$ cat src/rtl/lock_controller.sv
// Keypad door lock sequencer: owns the stored PIN, collects digit entry,
// and runs the locked / unlocked / PIN-change / lockout state machine.
// Every output comes straight from a register.
module lock_controller #(
  parameter logic [15:0] INIT_PIN    = 16'h4321,
  parameter int          MAX_FAIL    = 3,
  parameter int          UNLOCK_SEC  = 5,
  parameter int          LOCKOUT_SEC = 10
) (
  input  logic        clk,
  input  logic        rst,
  input  logic        tick_1hz,
  input  logic        key_valid,
  input  logic [3:0]  key_code,
  input  logic        change_req,
  output logic [15:0] entry,
  output logic [2:0]  entry_count,
  output logic [2:0]  status,
  output logic [1:0]  fail_count,
  output logic [3:0]  timer
);

  typedef enum logic [2:0] {
    S_LOCKED   = 3'd0,
    S_UNLOCKED = 3'd1,
    S_NEW_PIN  = 3'd2,
    S_CONFIRM  = 3'd3,
    S_LOCKOUT  = 3'd4
  } state_t;

  localparam logic [3:0] LP_UNLOCK_T  = 4'(UNLOCK_SEC);
  localparam logic [3:0] LP_LOCKOUT_T = 4'(LOCKOUT_SEC);
  localparam logic [2:0] LP_MAX_FAIL  = 3'(MAX_FAIL);

  state_t      r_state;
  logic [15:0] r_entry;
  logic [2:0]  r_count;
  logic [1:0]  r_fail;
  logic [3:0]  r_timer;
  logic [15:0] r_pin;
  logic [15:0] r_cand;

  state_t      w_state_nxt;
  logic [15:0] w_entry_nxt;
  logic [2:0]  w_count_nxt;
  logic [1:0]  w_fail_nxt;
  logic [3:0]  w_timer_nxt;
  logic [15:0] w_pin_nxt;
  logic [15:0] w_cand_nxt;

  logic        w_is_digit;
  logic        w_is_clear;
  logic        w_is_enter;
  logic        w_any_key;
  logic        w_full;
  logic [15:0] w_entry_app;
  logic [15:0] w_edit_entry;
  logic [2:0]  w_edit_count;
  logic        w_pin_match;
  logic        w_cand_match;
  logic [2:0]  w_fail_inc;
  logic [3:0]  w_timer_dec;
  logic        w_expire;

  // Key decode; codes A-D fall through every class and so do nothing.
  assign w_is_digit = key_valid && (key_code <= 4'd9);
  assign w_is_clear = key_valid && (key_code == 4'hE);
  assign w_is_enter = key_valid && (key_code == 4'hF);
  assign w_any_key  = w_is_digit || w_is_clear || w_is_enter;

  // Buffer edit for digit/clear: new digit lands in the next free nibble,
  // a fifth digit is dropped.
  assign w_full       = (r_count == 3'd4);
  assign w_entry_app  = r_entry | ({12'h000, key_code} << {r_count[1:0], 2'b00});
  assign w_edit_entry = w_is_clear ? 16'h0000 :
                        ((w_is_digit && !w_full) ? w_entry_app : r_entry);
  assign w_edit_count = w_is_clear ? 3'd0 :
                        ((w_is_digit && !w_full) ? (r_count + 3'd1) : r_count);

  assign w_pin_match  = w_full && (r_entry == r_pin);
  assign w_cand_match = w_full && (r_entry == r_cand);
  assign w_fail_inc   = {1'b0, r_fail} + 3'd1;

  // Timer never underflows; a tick seen at 1 is the expiry.
  assign w_timer_dec  = (r_timer == 4'd0) ? 4'd0 : (r_timer - 4'd1);
  assign w_expire     = (r_timer == 4'd1);

  // Next-state and next-register computation; key actions beat ticks.
  always_comb begin
    w_state_nxt = r_state;
    w_entry_nxt = r_entry;
    w_count_nxt = r_count;
    w_fail_nxt  = r_fail;
    w_timer_nxt = r_timer;
    w_pin_nxt   = r_pin;
    w_cand_nxt  = r_cand;
    case (r_state)
      S_LOCKED: begin
        if (w_is_enter) begin
          w_entry_nxt = 16'h0000;
          w_count_nxt = 3'd0;
          if (w_pin_match) begin
            w_state_nxt = S_UNLOCKED;
            w_fail_nxt  = 2'd0;
            w_timer_nxt = LP_UNLOCK_T;
          end else if (w_fail_inc == LP_MAX_FAIL) begin
            w_state_nxt = S_LOCKOUT;
            w_fail_nxt  = 2'd0;
            w_timer_nxt = LP_LOCKOUT_T;
          end else begin
            w_fail_nxt  = w_fail_inc[1:0];
          end
        end else begin
          w_entry_nxt = w_edit_entry;
          w_count_nxt = w_edit_count;
        end
      end
      S_UNLOCKED: begin
        if (w_is_enter) begin
          if (change_req) begin
            w_state_nxt = S_NEW_PIN;
            w_timer_nxt = LP_UNLOCK_T;
          end else begin
            w_state_nxt = S_LOCKED;
            w_timer_nxt = 4'd0;
          end
        end else if (tick_1hz) begin
          if (w_expire) begin
            w_state_nxt = S_LOCKED;
            w_timer_nxt = 4'd0;
          end else begin
            w_timer_nxt = w_timer_dec;
          end
        end else begin
          w_timer_nxt = r_timer;
        end
      end
      S_NEW_PIN, S_CONFIRM: begin
        if (!change_req) begin
          w_state_nxt = S_LOCKED;
          w_timer_nxt = 4'd0;
          w_entry_nxt = 16'h0000;
          w_count_nxt = 3'd0;
        end else if (w_any_key) begin
          w_timer_nxt = LP_UNLOCK_T;
          if (w_is_enter) begin
            w_entry_nxt = 16'h0000;
            w_count_nxt = 3'd0;
            if (r_state == S_NEW_PIN) begin
              if (w_full) begin
                w_cand_nxt  = r_entry;
                w_state_nxt = S_CONFIRM;
              end else begin
                w_state_nxt = S_NEW_PIN;
              end
            end else if (w_cand_match) begin
              w_pin_nxt   = r_cand;
              w_state_nxt = S_LOCKED;
              w_timer_nxt = 4'd0;
            end else begin
              w_state_nxt = S_NEW_PIN;
            end
          end else begin
            w_entry_nxt = w_edit_entry;
            w_count_nxt = w_edit_count;
          end
        end else if (tick_1hz) begin
          if (w_expire) begin
            w_state_nxt = S_LOCKED;
            w_timer_nxt = 4'd0;
            w_entry_nxt = 16'h0000;
            w_count_nxt = 3'd0;
          end else begin
            w_timer_nxt = w_timer_dec;
          end
        end else begin
          w_timer_nxt = r_timer;
        end
      end
      S_LOCKOUT: begin
        w_entry_nxt = 16'h0000;
        w_count_nxt = 3'd0;
        if (tick_1hz) begin
          if (w_expire) begin
            w_state_nxt = S_LOCKED;
            w_timer_nxt = 4'd0;
          end else begin
            w_timer_nxt = w_timer_dec;
          end
        end else begin
          w_timer_nxt = r_timer;
        end
      end
      default: begin
        w_state_nxt = S_LOCKED;
        w_entry_nxt = 16'h0000;
        w_count_nxt = 3'd0;
        w_fail_nxt  = 2'd0;
        w_timer_nxt = 4'd0;
      end
    endcase
  end

  // State and datapath registers with asynchronous reset.
  always_ff @(posedge clk or posedge rst) begin
    if (rst) begin
      r_state <= S_LOCKED;
      r_entry <= 16'h0000;
      r_count <= 3'd0;
      r_fail  <= 2'd0;
      r_timer <= 4'd0;
      r_pin   <= INIT_PIN;
      r_cand  <= 16'h0000;
    end else begin
      r_state <= w_state_nxt;
      r_entry <= w_entry_nxt;
      r_count <= w_count_nxt;
      r_fail  <= w_fail_nxt;
      r_timer <= w_timer_nxt;
      r_pin   <= w_pin_nxt;
      r_cand  <= w_cand_nxt;
    end
  end

  assign entry       = r_entry;
  assign entry_count = r_count;
  assign status      = r_state;
  assign fail_count  = r_fail;
  assign timer       = r_timer;

endmodule

$ cat config.mk
export PLATFORM = sky130hd
export DESIGN_NAME = lock_controller
export DESIGN_NICKNAME = d
export VERILOG_FILES = /design/src/rtl/lock_controller.sv
export SDC_FILE = /design/constraint.sdc
export NUM_CORES = 1
export LEC_CHECK = 0
export ABC_AREA = 1
export CORE_AREA = 2 2 89 91
export CTS_CLUSTER_DIAMETER = 120
export CTS_CLUSTER_SIZE = 24
export DETAILED_ROUTE_END_ITERATION = 8
export DIE_AREA = 0 0 91 93
export GPL_TIMING_DRIVEN = 0
export HOLD_SLACK_MARGIN = 0.08
export PLACE_DENSITY = 0.71
export RECOVER_POWER = 25
export SYNTH_ARGS = -nofsm -noshare
export SYNTH_HDL_FRONTEND = slang
export SYNTH_SLANG_ARGS = --single-unit
$ cat constraint.sdc
create_clock -name clk -period 1.75 [get_ports clk]
set_input_delay 0.2625 -clock clk [delete_from_list [all_inputs] [get_ports clk]]
set_output_delay 0.2625 -clock clk [all_outputs]
set_load 0.005 [all_outputs]
After elaboration in Yosys (flattened, before gate mapping)
Cells that the tools add are included.
{"block": "totals", "register_bits": 60, "latchBits": 0, "ram_bits": 0, "mem_bits_ro": 0, "input_bits": 9, "wordCells": 99, "n_memories": 0}
{"block": "op_classes", "add_sub_neg": 3, "n_mul": 0, "div": 0, "n_lt_le_gt_ge": 1, "eq_ne": 16, "n_shift": 1, "muxes": 48, "n_bitwise": 4, "reduce_logical": 19}
{"cell": "16-bit two-way mux", "count": 7}
{"cell": "3-bit two-way mux", "count": 21}
{"cell": "16-bit case mux with 3 select lines", "count": 1}
{"cell": "4-bit two-way mux", "count": 9}
{"cell": "16-bit equality test", "count": 2}
{"cell": "16-bit bitwise OR", "count": 1}
{"cell": "4-bit case mux with 4 select lines", "count": 1}
{"cell": "4-bit by 4-bit left shift with 16-bit output", "count": 1}
{"cell": "4-bit inequality test (second input constant)", "count": 3}
{"cell": "3-bit case mux with 4 select lines", "count": 1}
{"cell": "6-bit AND reduction", "count": 2}
{"cell": "2-bit two-way mux", "count": 5}
{"cell": "3-bit by 2-bit equality test with 1-bit output (second input constant)", "count": 3}
{"cell": "3-bit case mux with 3 select lines", "count": 1}
{"cell": "4-bit equality test (second input constant)", "count": 2}
{"cell": "3-bit equality test (second input constant)", "count": 2}
{"cell": "1-bit logical AND", "count": 6}
{"cell": "3-bit AND reduction", "count": 2}
{"cell": "4-bit by 1-bit equality test with 1-bit output (second input constant)", "count": 1}
{"cell": "4-bit less-or-equal comparator (second input constant)", "count": 1}
{"cell": "4-bit logical NOT", "count": 1}
{"cell": "2-bit case mux with 2 select lines", "count": 1}
{"cell": "2-bit AND reduction", "count": 2}
{"cell": "4-bit OR reduction", "count": 1}
{"cell": "other kinds (12)", "count": 15}

Logic depth before layout (Yosys ltp)
{"block": "logic_depth", "depth_word": 9, "ltp_mapped": 15, "mapped_depth_nobuf": 14}

Worst setup path after synthesis
OpenSTA, ideal clock, no wires.
{"block": "synth_timing", "path_type": "register to register", "from": "reg r_count[0] (netlist: entry_count[0])", "to": "reg r_pin[4]", "setup_time_ns": 0.117, "t_arrival_ns": 1.745, "required_time_ns": 1.633, "path_slack_ns": -0.112, "stages_incl_launch_ff": 14, "n_path_buf": 2, "period_less_slack_ns": 1.862, "cell_sequence": "dfrtp_1 clkbuf_1 inv_1 ha_1 nand2_1 inv_1 nand4_1 nor2_1 nand3_1 nor2_1 nand3_2 buf_6 nand2_1 o21ai_2"}
{"block": "synth_via", "elab_chain_cells": 3}
{"element": "from (decl)", "line_no": "37", "rtl": "logic [2:0] r_count;"}
{"element": "from (signal assigned)", "line_no": "217", "rtl": "r_count <= w_count_nxt;"}
{"element": "3-bit equality test", "line_no": "73", "rtl": "assign w_full = (r_count == 3'd4);"}
{"element": "1-bit logical AND", "line_no": "81", "rtl": "assign w_cand_match = w_full && (r_entry == r_cand);"}
{"element": "6-bit AND reduction (no line)"}
{"element": "to (signal assigned)", "line_no": "220", "rtl": "r_pin <= w_pin_nxt;"}
{"element": "to (decl)", "line_no": "40", "rtl": "logic [15:0] r_pin;"}
No other way between the ends.
A chain may end at the register's enable or synchronous reset.

Final worst setup path
{"block": "layout_timing", "from": "reg r_count[0] (netlist: entry_count[0])", "to": "reg r_timer[2] (netlist: timer[2])"}
{"block": "layout_via", "elab_chain_cells": 8, "elab_cells_between_ends": 13, "classes_between": "eq/ne (2); mux (8); reduce/logical (3)"}
{"element": "3-bit equality test *", "line_no": "73"}
{"element": "1-bit logical AND", "line_no": "81"}
{"element": "3-bit two-way mux", "line_no": "156", "rtl": "end else if (w_cand_match) begin"}
{"element": "3-bit two-way mux", "line_no": "149", "rtl": "if (r_state == S_NEW_PIN) begin"}
{"element": "3-bit two-way mux", "line_no": "146", "rtl": "if (w_is_enter) begin"}
{"element": "4-bit two-way mux", "line_no": "144", "rtl": "end else if (w_any_key) begin"}
{"element": "4-bit two-way mux", "line_no": "139", "rtl": "if (!change_req) begin"}
{"element": "4-bit case mux with 4 select lines", "line_no": "97", "rtl": "case (r_state)"}
{"element": "to (signal assigned)", "line_no": "219", "rtl": "r_timer <= w_timer_nxt;"}
{"element": "to (decl)", "line_no": "39", "rtl": "logic [3:0] r_timer;"}
Every way passes the cells marked *; elsewhere a longest branch is shown, timed or not. The select of a mux whose other input is x is not followed.

==> flow_summary_export.csv <==
group,metric,value,unit
timing,slew_violations,0,
finish,utilization,65.2,%
die,die_h,93,um
global_routing,grt_antenna_before_repair,0,
flow_run,drv_cap,0,
timing,hold_viol,0,
timing,hold_ws,0.414,ns
setup_path,cp.arrival,2.15,ns
detailed_routing,first_pass_iters,5,
die,row_count,32,
synth,synth_seq_cells,60,
placed_design,gp_congestion,0.979,
setup_path,critPathCapture,"timer[2]$_DFFE_PP0P_",
global_routing,grt_start_max_net_pins,43,
placed_design,io_buffers,36,
worst_hold_path,hold_path_class,"input pin to flop",
die,fp.dieW,91,um
setup_path,reg2reg_depth,15,
finish,area_delta_synth_final,39.4,%
global_routing,grt_pass1_vias,3405,
synth,netlist_area,0.00352,mm^2
synth,synth_nets,515,
cts,path_clk_slew,0.07,ns
synth,synth_area_leader_cell,"dfrtp_1",
timing,period_share,110,%
detailed_routing,dr.first_iter.drc_count,344,
timing,skew,0.00652,ns
cts,cts_root_buffer,"clkbuf_8",
placed_design,detailedPlace.worstSlack,-0.495,ns
synth,yosysTopAreaCellShare,39.1,%
die,start_util,46.8,%
synth,synth_cell_types,29,
die,dieArea,0.00846,mm^2
synth,ys_warn_count,0,
power,finalPower,6.68,mW
detailed_routing,wl,10900,um
timing,setup_viol,33,
detailed_routing,vias_per_cell,5.34,
setup_path,ff2ff_setup_slack,-0.17,ns
setup_path,reg2reg_from,"entry_count[0]$_DFFE_PP0P_",
detailed_routing,post-route-drc-count,0,
global_routing,grt_pass1_wl,17000,um
timing,slew_headroom,52.6,%
timing,tightest_slew,0.711,ns
timing,finalCriticalPeriod,1.92,ns
synth,syn_avg_cell_area,6.99,um^2
finish,final_common_cell,"nand2_1",
status,status,"complete, but fails checks",
status,failed_checks,"negative setup slack",
finish,drive_above_1_share,27.9,%
synth,synth_area_leaders,"dfrtp_1, nand2_1, inv_1, nor2_1, o21ai_2",
timing,fmax,520,MHz
worst_hold_path,min_from,"key_code[3]",
timing,fin_ws,-0.174,ns
die,core-area,0.00753,mm^2
setup_path,r2r-end,"timer[2]$_DFFE_PP0P_",
finish,fin_cells,682,
synth,yosysSeqAreaShare,42.8,%
placed_design,numPlacedInstances,643,
placed_design,dp_hpwl,7190,um
setup_path,end_kind,"flop",
detailed_routing,wl_per_cell,16.0,um
setup_path,crit_start,"entry_count[0]$_DFFE_PP0P_",
power,power_density,1360,mW/mm^2
cts,ctsHtreeMaxLevel,3,
setup_path,crit_required,1.98,ns
detailed_routing,via_count,3645,
cts,cts_tree,"done",
cts,cts_sinks,60,
global_routing,grt-ovfl-total,0,
cts,clk_latency,0.35,ns
cts,cts_buffer_depth,2,
finish,antennaDiodeCount,0,
finish,final_nets,586,
die,io_pins,37,
worst_hold_path,worstHoldPathCells,5,
timing,rsz0062_at_grt,"true",
global_routing,track_usage,25.6,%
setup_path,critPathLaunchType,"flop",
power,leakage,2.39,nW
detailed_routing,antenna_left,0,
power,peakVddDrop,827,uV
cts,cts_made_buffers,9,
setup_path,worst-path-max-fanout,5,
setup_path,crit_type,"flop to flop",
synth,synth_cells,504,
finish,final_cell_mix,"nand2_1, inv_1, dfrtp_1, nor2_1, clkdlybuf4s50_1",
## area by class of cell
cell class	instances	area, um^2
Fill cell	638	2620
Multi-Input combinational cell	354	2000
Sequential cell	60	1510
Timing Repair Buffer	60	594
Inverter	82	323
Clock buffer	10	138
Tap cell	102	128
Buffer	8	124
Clock inverter	6	87.6
## power breakdown
group	total [mW]	internal (mW)	switching (mW)
combinational	3.33	1.46	1.87
sequential	1.93	1.64	0.288
clock	1.42	0.837	0.586
## critical path: stages (launching register included)
cell	delay (ns)
dfrtp_1	0.39
clkbuf_8	0.14
clkinv_4	0.05
ha_4	0.12
nand2_4	0.06
inv_6	0.08
buf_4	0.10
nand2_1	0.04
nor2_1	0.09
nand2_1	0.08
nor2_2	0.13
nand4_1	0.12
nand2_2	0.11
inv_1	0.05
o21ai_1	0.16
nand2_1	0.07
## sequential cells by signal, indices dropped and copies added (netlist names)
register and count:
entry_count 3, fail_count 2, r_cand 16, status 3
r_pin 16, timer 4, entry 16
## through the flow
step / TNS [ns] / instance area [um^2]
floorplan: 0 / 3540
global placement: -82.84 / 4030
detailed placement: -18.57 / 4050
CTS: -1.52 / 4610
global route: -9.63 / 4910
finish: -2.63 / 4910
## how the worst min path moves through the flow
stage                     slack, ns               endpoint
after floorplan                0.42  entry[12]$_DFFE_PP0P_
after global placement         0.48  r_cand[0]$_DFFE_PP0P_
after detailed placement       0.48   r_pin[0]$_DFFE_PP1P_
after CTS                      0.25  r_cand[0]$_DFFE_PP0P_
after global routing           0.42  entry[15]$_DFFE_PP0P_
final                          0.41  entry[15]$_DFFE_PP0P_
## layer usage
| metal | vias to the layer above | track usage, % | wire, um |
|---|---|---|---|
| met4 | 0 | 8.84 | 374 |
| li1 | 1712 | - | - |
| met2 | 165 | 41.0 | 5150 |
| met1 | 1733 | 34.5 | 4580 |
| met5 | - | 0 | 0 |
| met3 | 35 | 5.48 | 813 |
## cell families (layout without fill, tap and decap cells)
kind of cell    count (synthesis)  in the layout  synth area share [%]
buf+inv                        90            166                  10.5
flops                          60             60                  42.8
simple gates                  281            281                  33.3
xor+xnor                        5              5                  1.24
compound gates                 66             66                  11.4
fa+ha+maj                       2              2                 0.711
## synth_stat cells
| cell type | count |
|---|---|
| inv_1 | 78 |
| dfstp_2 | 5 |
| ha_1 | 2 |
| a21boi_0 | 1 |
| nand3b_1 | 2 |
| buf_2 | 1 |
| o2111ai_1 | 1 |
| nand4_1 | 14 |
| clkbuf_1 | 3 |
| nand3_1 | 21 |
| o21ai_2 | 16 |
| nor3_1 | 1 |
| buf_6 | 4 |
| a21o_1 | 1 |
| and3_1 | 1 |
| nor2_2 | 1 |
| xnor2_1 | 5 |
| nand2_1 | 188 |
| o21ai_0 | 23 |
| a211oi_1 | 1 |
| o21ai_1 | 2 |
| nor2_1 | 48 |
| nor2_4 | 3 |
| a21oi_1 | 20 |
| dfrtp_1 | 55 |
| nand3_4 | 1 |
| nand3_2 | 1 |
| o22ai_1 | 1 |
| inv_2 | 4 |
## timing repair
action	4_1_cts	5_1_grt
hold endpoints to repair	0	0
hold buffers	0	0
pin swaps	16	18
buffers inserted	14	9
endpoints found under the setup margin	59	60
gates cloned	2	0
gates resized for setup	55	82
Power figures use the tool's default switching activity.
